File: config.mk
export PLATFORM = sky130hd
export DESIGN_NAME = biquad8_coeff_loader
export DESIGN_NICKNAME = d
export VERILOG_FILES = /design/src/rtl/biquad8_pkg.sv /design/src/rtl/biquad8_coeff_shadow.sv /design/src/rtl/biquad8_coeff_loader.sv
export SDC_FILE = /design/constraint.sdc
export NUM_CORES = 1
export LEC_CHECK = 0
export CAP_MARGIN = 0
export CORE_UTILIZATION = 60
export DETAILED_ROUTE_END_ITERATION = 6
export PLACE_DENSITY = 0.86
export SLEW_MARGIN = 20
export SYNTH_ARGS = -nofsm -noshare
export SYNTH_HDL_FRONTEND = slang
export SYNTH_SLANG_ARGS = --single-unit
File: constraint.sdc
create_clock -name clk -period 4 [get_ports clk]
set_input_delay 0.4 -clock clk [delete_from_list [all_inputs] [get_ports clk]]
set_output_delay 0.4 -clock clk [all_outputs]
set_load 0.005 [all_outputs]
File: src/rtl/biquad8_pkg.sv
// biquad8_pkg -- shared definitions for the biquad8 coefficient loader.
//   COEFF_W : coefficient width carried to the FIR/IIR/incremental stages
//   SADR_W  : shadow-file index width (up to 32 entries)
//   state_t : loader sequencing states, in issue order
package biquad8_pkg;

  localparam int COEFF_W = 18;
  localparam int SADR_W  = 5;

  typedef enum logic [2:0] {
    ST_IDLE,
    ST_FIR0,
    ST_FIR1,
    ST_IIR,
    ST_INCR,
    ST_UPD
  } state_t;

  // States that issue one coefficient write per two cycles.
  function automatic logic is_wr_state(state_t s);
    return (s == ST_FIR0) || (s == ST_FIR1) || (s == ST_IIR) || (s == ST_INCR);
  endfunction

endpackage

File: src/rtl/biquad8_coeff_shadow.sv
// biquad8_coeff_shadow -- host-visible shadow copy of all coefficients.
//   clk, rst_n        : clock, async active-low clear of every entry
//   i_wr_en/adr/dat   : single write port (caller guarantees adr < DEPTH)
//   i_rd_en/adr       : read request; o_rd_dat updates one cycle later and
//                       holds its value while i_rd_en is low
// A write and read of the same entry on one edge returns the new data, so a
// host write landing together with the load is what gets issued.
module biquad8_coeff_shadow
  import biquad8_pkg::*;
#(
  parameter int DEPTH = 18
) (
  input  logic               clk,
  input  logic               rst_n,
  input  logic               i_wr_en,
  input  logic [SADR_W-1:0]  i_wr_adr,
  input  logic [COEFF_W-1:0] i_wr_dat,
  input  logic               i_rd_en,
  input  logic [SADR_W-1:0]  i_rd_adr,
  output logic [COEFF_W-1:0] o_rd_dat
);

  logic [COEFF_W-1:0] r_mem [DEPTH];
  logic [COEFF_W-1:0] r_rd_dat;
  logic [COEFF_W-1:0] w_rd_mux;
  logic [COEFF_W-1:0] w_rd_src;

  always_comb begin
    w_rd_mux = '0;
    for (int i = 0; i < DEPTH; i++)
      if (i_rd_adr == SADR_W'(i)) w_rd_mux = r_mem[i];
  end

  assign w_rd_src = (i_wr_en && (i_wr_adr == i_rd_adr)) ? i_wr_dat : w_rd_mux;

  always_ff @(posedge clk or negedge rst_n) begin
    if (!rst_n) begin
      for (int i = 0; i < DEPTH; i++) r_mem[i] <= '0;
      r_rd_dat <= '0;
    end else begin
      for (int i = 0; i < DEPTH; i++)
        if (i_wr_en && (i_wr_adr == SADR_W'(i))) r_mem[i] <= i_wr_dat;
      if (i_rd_en) r_rd_dat <= w_rd_src;
    end
  end

  assign o_rd_dat = r_rd_dat;

endmodule

File: src/rtl/biquad8_coeff_loader.sv
// biquad8_coeff_loader -- loads the biquad8 FIR, IIR and incremental stage
// coefficient chains from a host-written shadow file.
//   clk, rst_n           : clock, async active-low reset
//   wr_i, adr_i, dat_i   : host shadow write (ignored + err_o when busy/out of range)
//   load_i               : start a load sequence (accepted only when idle)
//   busy_o, done_o       : sequence in progress / one-cycle completion pulse
//   err_o                : sticky bad-write flag, cleared by an accepted load
//   coeff_adr_o/dat_o    : coefficient bus to the stages (held between strobes)
//   fir_wr_o, iir_wr_o, incr_wr_o : per-stage shift strobes
//   coeff_update_o       : stages transfer shifted coefficients to active set
// Shadow layout is [FIR0 | FIR1 | IIR | INCR] from index 0. Each group is
// issued highest index first because the first value shifted in ends up in
// the deepest tap. Write k strobes two cycles apart starting one cycle after
// the load is accepted; the update pulse follows two idle cycles later.
module biquad8_coeff_loader
  import biquad8_pkg::*;
#(
  parameter int NFIR0 = 3,
  parameter int NFIR1 = 4,
  parameter int NIIR  = 7,
  parameter int NINCR = 4
) (
  input  logic               clk,
  input  logic               rst_n,
  input  logic               wr_i,
  input  logic [SADR_W-1:0]  adr_i,
  input  logic [COEFF_W-1:0] dat_i,
  input  logic               load_i,
  output logic               busy_o,
  output logic               done_o,
  output logic               err_o,
  output logic [1:0]         coeff_adr_o,
  output logic [COEFF_W-1:0] coeff_dat_o,
  output logic               fir_wr_o,
  output logic               iir_wr_o,
  output logic               incr_wr_o,
  output logic               coeff_update_o
);

  // Group base indices into the shadow file; W must not exceed 32.
  localparam int B1 = NFIR0;
  localparam int B2 = B1 + NFIR1;
  localparam int B3 = B2 + NIIR;
  localparam int W  = B3 + NINCR;
  localparam logic [SADR_W:0] W_LIM = (SADR_W+1)'(W);

  // First non-empty group after s; later checks override earlier ones so the
  // earliest qualifying group wins.
  function automatic state_t grp_after(state_t s);
    state_t r;
    r = ST_UPD;
    if (NINCR > 0 && (s == ST_IDLE || s == ST_FIR0 || s == ST_FIR1 || s == ST_IIR)) r = ST_INCR;
    if (NIIR  > 0 && (s == ST_IDLE || s == ST_FIR0 || s == ST_FIR1)) r = ST_IIR;
    if (NFIR1 > 0 && (s == ST_IDLE || s == ST_FIR0)) r = ST_FIR1;
    if (NFIR0 > 0 && (s == ST_IDLE)) r = ST_FIR0;
    return r;
  endfunction

  function automatic logic [SADR_W-1:0] grp_hi(state_t s);
    case (s)
      ST_FIR0: grp_hi = SADR_W'(B1 - 1);
      ST_FIR1: grp_hi = SADR_W'(B2 - 1);
      ST_IIR:  grp_hi = SADR_W'(B3 - 1);
      ST_INCR: grp_hi = SADR_W'(W - 1);
      default: grp_hi = '0;
    endcase
  endfunction

  function automatic logic [SADR_W-1:0] grp_lo(state_t s);
    case (s)
      ST_FIR1: grp_lo = SADR_W'(B1);
      ST_IIR:  grp_lo = SADR_W'(B2);
      ST_INCR: grp_lo = SADR_W'(B3);
      default: grp_lo = '0;
    endcase
  endfunction

  state_t              r_state, w_nxt_state, w_grp_nxt;
  logic                r_ph, w_nxt_ph;     // 0: strobe cycle, 1: gap cycle
  logic [SADR_W-1:0]   r_idx, w_nxt_idx;   // shadow index of current write
  logic                w_rd_en;
  logic [1:0]          r_cadr;
  logic                r_err;
  logic                w_busy;
  logic                w_adr_ok;
  logic                w_sh_we;
  logic                w_bad_wr;
  logic                w_accept;
  logic [COEFF_W-1:0]  w_rd_dat;

  assign w_busy    = (r_state != ST_IDLE);
  assign w_adr_ok  = ({1'b0, adr_i} < W_LIM);
  assign w_sh_we   = wr_i & ~w_busy & w_adr_ok;
  assign w_bad_wr  = wr_i & (w_busy | ~w_adr_ok);
  assign w_accept  = load_i & ~w_busy;
  assign w_grp_nxt = grp_after(r_state);

  biquad8_coeff_shadow #(
    .DEPTH (W)
  ) u_shadow (
    .clk      (clk),
    .rst_n    (rst_n),
    .i_wr_en  (w_sh_we),
    .i_wr_adr (adr_i),
    .i_wr_dat (dat_i),
    .i_rd_en  (w_rd_en),
    .i_rd_adr (w_nxt_idx),
    .o_rd_dat (w_rd_dat)
  );

  // State register
  always_ff @(posedge clk or negedge rst_n) begin
    if (!rst_n) begin
      r_state <= ST_IDLE;
      r_ph    <= 1'b0;
      r_idx   <= '0;
    end else begin
      r_state <= w_nxt_state;
      r_ph    <= w_nxt_ph;
      r_idx   <= w_nxt_idx;
    end
  end

  // Next state. The shadow read for the next write is launched in the gap
  // cycle (or the accept cycle) so its data lands with the strobe.
  always_comb begin
    w_nxt_state = r_state;
    w_nxt_ph    = r_ph;
    w_nxt_idx   = r_idx;
    w_rd_en     = 1'b0;
    case (r_state)
      ST_IDLE: begin
        if (w_accept) begin
          w_nxt_state = w_grp_nxt;
          w_nxt_ph    = 1'b0;
          if (is_wr_state(w_grp_nxt)) begin
            w_nxt_idx = grp_hi(w_grp_nxt);
            w_rd_en   = 1'b1;
          end
        end
      end
      ST_FIR0, ST_FIR1, ST_IIR, ST_INCR: begin
        if (!r_ph) begin
          w_nxt_ph = 1'b1;
        end else begin
          w_nxt_ph = 1'b0;
          if (r_idx != grp_lo(r_state)) begin
            w_nxt_idx = r_idx - 1'b1;
            w_rd_en   = 1'b1;
          end else begin
            w_nxt_state = w_grp_nxt;
            if (is_wr_state(w_grp_nxt)) begin
              w_nxt_idx = grp_hi(w_grp_nxt);
              w_rd_en   = 1'b1;
            end
          end
        end
      end
      ST_UPD: begin
        if (!r_ph) begin
          w_nxt_ph = 1'b1;
        end else begin
          w_nxt_state = ST_IDLE;
          w_nxt_ph    = 1'b0;
        end
      end
      default: begin
        w_nxt_state = ST_IDLE;
        w_nxt_ph    = 1'b0;
      end
    endcase
  end

  // Sticky error and held coefficient address. A bad write in the same cycle
  // as an accepted load still leaves the error set.
  always_ff @(posedge clk or negedge rst_n) begin
    if (!rst_n) begin
      r_err  <= 1'b0;
      r_cadr <= 2'd0;
    end else begin
      r_err <= w_bad_wr | (r_err & ~w_accept);
      if (is_wr_state(w_nxt_state))
        r_cadr <= (w_nxt_state == ST_FIR1) ? 2'd1 : 2'd0;
    end
  end

  // Outputs
  always_comb begin
    busy_o         = w_busy;
    err_o          = r_err;
    coeff_adr_o    = r_cadr;
    coeff_dat_o    = w_rd_dat;
    fir_wr_o       = ((r_state == ST_FIR0) || (r_state == ST_FIR1)) && !r_ph;
    iir_wr_o       = (r_state == ST_IIR)  && !r_ph;
    incr_wr_o      = (r_state == ST_INCR) && !r_ph;
    coeff_update_o = (r_state == ST_UPD)  && r_ph;
    done_o         = (r_state == ST_UPD)  && r_ph;
  end

endmodule
==> results.yml, run 1 <==
logic_synthesis:
  synth_edf_count: 0
  synth_fa_ha_area_frac: 0.000711
  synth_xor_area_frac: 0.00498
  syn-mean-instance-area_um2: 11.4
  synthTopCellsByCount: "dfrtp_1, mux2_2, nand2_1"
  synth_cells: 1547
  synth_top_family_by_area: "multiplexers"
  syn-cell-area_um2: 17600
  synth_simple_gate_area_frac: 0.113
  synth_cell_type_count: 97
  synth-seq-area-share: 0.502
  synth_top_area_cell: "dfrtp_1"
  synthesis.nets: 1575
  synth_mux_area_frac: 0.208
  ys.flop_type: "dfrtp_1"
  synthTopCellsByArea: "dfrtp_1, mux2_2, nand2_1, o21ai_0, nor2_1"
  ys_ff_latch: 353
  yosys_warnings: 0
  synthArstFlopShare: 1.00
  synth_most_common_cell: "dfrtp_1"
  synth_compound_area_frac: 0.132
  synth_top_area_frac: 0.502
finish:
  diodes: 0
  drive_gt1_frac: 0.330
  final_nets: 1647
  design_area_um2: 20500
  syn_to_final_growth_pct: 16.7
sta:
  hold_ws_ps: 492
  fmax_mhz: 254
  skew_ps: 27.5
  tns_ps: 0
  tightest_slew_ps: 1130
  setup_violations: 0
  rsz0062_at_grt: "true"
  relSlewSlack: 0.245
  finalCritPeriodShare: 0.984
  timing.final.max_slew_violations: 0
  fin_ws_ps: 64.1
  hold_violations: 0
  finalCriticalPeriod_ps: 3940
critical_path:
  worstRegToRegCells: 10
  r2r-start: "r_state[1]"
  cp.required_ps: 4410
  critical_path_class: "flop to flop"
  crit_fanout: 11
  r2r_slack_ps: 60
  critPathArrivalTime_ps: 4350
  worst_r2r_endpoint: "u_shadow.o_rd_dat[2]"
  setup.worst_path.start: "r_state[1]"
  endpoint: "u_shadow.o_rd_dat[2]"
  critPathLaunchType: "flop"
  cp-end-kind: "flop"
clock_network:
  cts.sinks: 353
  cts-root-buf: "clkbuf_16"
  clock_path_buffers: 3
  htree_levels: 2
  cts_buffers: 38
  cts_tree: "yes"
  clock_latency_ps: 550
  cts.clk_slew.worst_paths_ps: 60
power_and_ir_drop:
  p_leak_nw: 9.44
  powerDensity_nw_per_um2: 815
  total_power_mw: 16.7
  vdd_ir_drop_max_v: 0.000533
global_route:
  antenna_found_initial: 0
  grt_util_all_layers: 0.387
  grt_pass1_wl_mm: 88.3
  grt_max_degree: 117
  globalRouteOverflowTotal: 0
  grt_pass1_vias: 14700
floorplan:
  num_rows: 62
  die_w_um: 173
  die-area_um2: 30000
  initial_core_util: 0.611
  core_area_um2: 28800
  io_pins: 54
  fp.dieH_um: 173
place:
  portBuffers: 52
  gp_congestion: 0.983
  dp_hpwl_mm: 36.7
  dp_slack_ps: -135
  place_area_um2: 19000
routing:
  totalWireLength_mm: 57.4
  wl_per_cell_um: 28.3
  drc: 0
  firstDrtPassIters: 6
  num_vias: 14500
  viasPerCell: 7.13
  ant_nets: 0
  drt_iter0_drc: 1868
outcome:
  status: "completed"
run:
  maxCapViolations: 0
hold_path:
  hold_path.class: "flop to flop"
==> worst min path at each step <==
stage | startpoint | to | slack, ps | depth (start not counted)
after CTS | u_shadow.r_mem[173] | u_shadow.r_mem[173] | 490 | 2
final | u_shadow.r_mem[10] | u_shadow.r_mem[10] | 490 | 2
after global routing | u_shadow.r_mem[117] | u_shadow.r_mem[117] | 510 | 1
after floorplan | rst_n | coeff_adr_o[0] | 100 | 0
after detailed placement | u_shadow.r_mem[149] | u_shadow.r_mem[149] | 470 | 2
after global placement | u_shadow.r_mem[155] | u_shadow.r_mem[155] | 460 | 2
==> cell usage in the layout, fill, tap and decap left out, types with 6 or more instances in the layout <==
cell / Yosys / final
o21ai_1: 12 / 14
nor2_2: 1 / 10
nand3_1: 30 / 29
a311oi_1: 6 / 6
a21oi_1: 33 / 33
nor4_1: 11 / 11
o32ai_1: 6 / 6
mux2_2: 299 / 299
nand2_1: 141 / 141
a221oi_1: 9 / 9
o211ai_1: 18 / 18
or3_1: 7 / 6
o2bb2ai_1: 7 / 7
nor3_2: 6 / 11
o21a_1: 6 / 6
a31oi_1: 9 / 9
clkbuf_1: 72 / 6
nand4_1: 22 / 22
dfrtp_1: 353 / 352
clkbuf_16: 0 / 39
a22oi_1: 21 / 20
o22a_1: 6 / 6
clkinv_2: 0 / 6
and2_1: 13 / 13
clkdlybuf4s50_1: 0 / 51
mux2i_1: 25 / 25
nor3_1: 23 / 17
and3_1: 8 / 8
o21ai_0: 68 / 66
xnor2_1: 8 / 8
inv_1: 15 / 15
buf_4: 11 / 96
a211oi_1: 10 / 10
buf_12: 0 / 9
o22ai_1: 20 / 19
nor2_1: 78 / 69
bufinv_16: 0 / 11
==> layer usage <==
metal	up-vias	share of wire	global-route usage
li1	5853	-	-
met1	7243	0.38	0.508
met2	1068	0.45	0.586
met3	318	0.11	0.0897
met4	0	0.065	0.241
met5	-	0	0
==> layout make-up <==
type	instances	area, um2
clock inverters	20	399
repair buffers	161	1470
well taps	384	480
fillers	1877	8240
inverters	20	78.8
flip-flops and latches	353	8830
multi-input cells	1045	8240
clock buffers	48	1040
==> sequential cells by signal, summed over array words and instances (netlist names) <==
| name | count |
|---|---|
| coeff_adr_o | 1 |
| err_o | 1 |
| r_idx | 5 |
| r_ph | 1 |
| r_state | 3 |
| u_shadow.o_rd_dat | 18 |
| u_shadow.r_mem | 324 |
==> report_power, final <==
group | internal (mW) | switching (mW) | total [mW]
clock network | 2.57 | 1.50 | 4.07
registers | 4.15 | 0.401 | 4.55
logic | 2.83 | 5.30 | 8.13
==> logic make-up after synthesis <==
| kind of cell | count (synthesis) |
|---|---|
| simple gates | 387 |
| flops | 353 |
| mux | 328 |
| compound gates | 318 |
| buf+inv | 149 |
| xor+xnor | 10 |
| fa+ha+maj | 1 |
| other cells | 1 |
==> worst max-delay path, cell delays in order, from the launching register on <==
cell and delay [ps]:
dfrtp_1 440, or3b_4 420, or4_4 470, a32oi_4 330, mux2_4 430, a22oi_1 420, a311oi_1 200, a2111oi_0 470
nand3_1 270, o211ai_1 230, a221oi_1 130
==> through the flow <==
stage,util,cells
CTS,0.710,2029
global route,0.714,2031
detailed placement,0.659,1960
global placement,0.659,1960
floorplan,-,1547
finish,0.714,2031
==> what timing repair did <==
action	4_1_cts	5_1_grt
pin swaps	0	6
setup buffers	0	2
hold buffers	1	0
gates resized for setup	5	18
setup endpoints to repair	8	17
hold endpoints to repair	12	0
Power figures use the tool's default switching activity.
==> inputs of run 2 (changes only) <==
Settings changed: SKIP_LAST_GASP set to 1.
==> run 2 against run 1 <==
Compared with the run above:
- first-iteration DRC count increased by 1.2%
- critical path type unchanged
- sequential share of layout area about the same
- largest power group unchanged
- clock skew about the same
- clock power about the same
- largest cell class unchanged
- final cell count unchanged
==> results.yml, run 2 (same netlist as run 1, synthesis figures left out) <==
place:
  gp_congestion: 0.983
  dp_cells: 1960
  portBuffers: 52
  dp_slack_ps: -135
  dp_hpwl_mm: 36.7
finish:
  final_cell_mix: "dfrtp_1, mux2_2, nand2_1, buf_4, nor2_1"
  syn_to_final_growth_pct: 16.7
  largest-register: "u_shadow.r_mem"
  layout.cells.non_filler: 2031
  diodes: 0
  layout_commonest_cell: "dfrtp_1"
  final_nets: 1647
  drive_gt1_frac: 0.329
  largest_reg_flops: 324
  fillers: 1879
sta:
  hold_violations: 0
  fin_ws_ps: 58.2
  finalCritPeriodShare: 0.985
  hold_ws_ps: 494
  fmax_mhz: 254
  tightest_slew_ps: 1110
  skew_ps: 27.6
  rsz0062_at_grt: "true"
  tns_ps: 0
  timing.final.max_slew_violations: 0
  finalCriticalPeriod_ps: 3940
  setup_violations: 0
  relSlewSlack: 0.259
global_route:
  antenna_found_initial: 0
  grt_max_degree: 117
  grt_util_all_layers: 0.387
  grt_pass1_wl_mm: 88.3
  globalRouteOverflowTotal: 0
  grt_pass1_vias: 14700
critical_path:
  crit_slowest_cell: "or4_4"
  critPathArrivalTime_ps: 4400
  critical_path_class: "flop to flop"
  cp-end-kind: "flop"
  critPathLaunchType: "flop"
  critical-path-top-delay-family: "simple AND/OR/NAND/NOR gates"
  cp.required_ps: 4460
  cpPeakStageDelay_ps: 470
  crit_fanout: 9
  crit_path_frequent_cell: "buf_4"
  cp_num_buf_inv: 3
  path_cells: "or3b_4, or4_4, a32oi_4, o221a_4, clkinv_2, buf_4, nor3_4, buf_4, a22oi_1, o21ai_0, a21oi_1, and4b_1, o221ai_1"
floorplan:
  num_rows: 62
  initial_core_util: 0.611
  fp.dieH_um: 173
  die-area_um2: 30000
  core_area_um2: 28800
  die_w_um: 173
  io_pins: 54
run:
  maxCapViolations: 0
clock_network:
  clock_path_buffers: 3
  cts_tree: "yes"
  cts.sinks: 353
  cts.clk_slew.worst_paths_ps: 70
  cts_buffers: 38
  clock_latency_ps: 550
  cts-root-buf: "clkbuf_16"
  htree_levels: 2
outcome:
  status: "completed"
routing:
  ant_nets: 0
  drt_iter0_drc: 1891
  viasPerCell: 7.15
  drc: 0
  wl_per_cell_um: 28.2
  totalWireLength_mm: 57.4
  num_vias: 14500
  firstDrtPassIters: 6
hold_path:
  hold_path.class: "flop to flop"
power_and_ir_drop:
  total_power_mw: 16.7
  vdd_ir_drop_max_v: 0.000531
  powerDensity_nw_per_um2: 815
  p_leak_nw: 9.44
run 2: path summary, 6_finish.rpt:
path                                     start                    end  slack (ps)  cells past startpoint
min                        u_shadow.r_mem[173]    u_shadow.r_mem[173]         490                      2
min in group asynchronous                rst_n     u_shadow.r_mem[25]         510                      2
max reg2reg                         r_state[1]  u_shadow.o_rd_dat[10]          60                     13
max                                 r_state[1]  u_shadow.o_rd_dat[10]          60                     13
max in group asynchronous                rst_n    u_shadow.r_mem[230]        2400                      3
min reg2reg                u_shadow.r_mem[173]    u_shadow.r_mem[173]         490                      2
run 2: repair_timing:
item / in CTS / in global routing
gates resized for setup: 5 / 17
hold endpoints to repair: 12 / 0
setup buffers: 0 / 2
setup endpoints to repair: 8 / 17
hold buffers: 1 / 0
pin swaps: 0 / 6
run 2: through the flow:
stage	util	instance area (um2)
floorplan	-	17600
global placement	0.659	19000
detailed placement	0.659	19000
CTS	0.710	20400
global route	0.714	20500
finish	0.714	20500
run 2: power by group:
part           switching, mW  internal [mW]  leakage, nW
logic                   5.29           2.83         3.91
registers              0.402           4.15         4.83
clock network           1.50           2.57        0.699
total                   7.20           9.54         9.44
run 2: final cells by class:
cell class                      count  area, um2  area share
Clock inverter                     20        399      0.0194
Tap cell                          384        480      0.0234
Clock buffer                       48       1040      0.0506
Timing Repair Buffer              161       1470      0.0716
Sequential cell                   353       8830       0.430
Inverter                           20       78.8     0.00384
Multi-Input combinational cell   1045       8240       0.401
run 2: tightest hold or removal path: stages (launching register included):
cell	delay [ps]
dfrtp_1	350
nand2_1	50
o21ai_0	60
run 2: metal layers:
layer / wire length, um / part of all wire / vias to the layer above / global-route usage
met5: 0 / 0 / - / 0
met4: 3970 / 0.069 / 0 / 0.241
met3: 6300 / 0.11 / 335 / 0.0897
met2: 25500 / 0.44 / 1094 / 0.586
met1: 21600 / 0.38 / 7229 / 0.508
li1: - / - / 5857 / -
==> inputs of run 3 (changes only) <==
--- a/constraint.sdc
+++ b/constraint.sdc
@@ -3,2 +3,2 @@
 set_output_delay 0.4 -clock clk [all_outputs]
-set_load 0.005 [all_outputs]
+set_load 0.01 [all_outputs]
==> results of run 3 <==
The final DEF is identical to that of run 2. Status: completed.
Among the figures that moved: total power 16.7 mW -> 16.8 mW
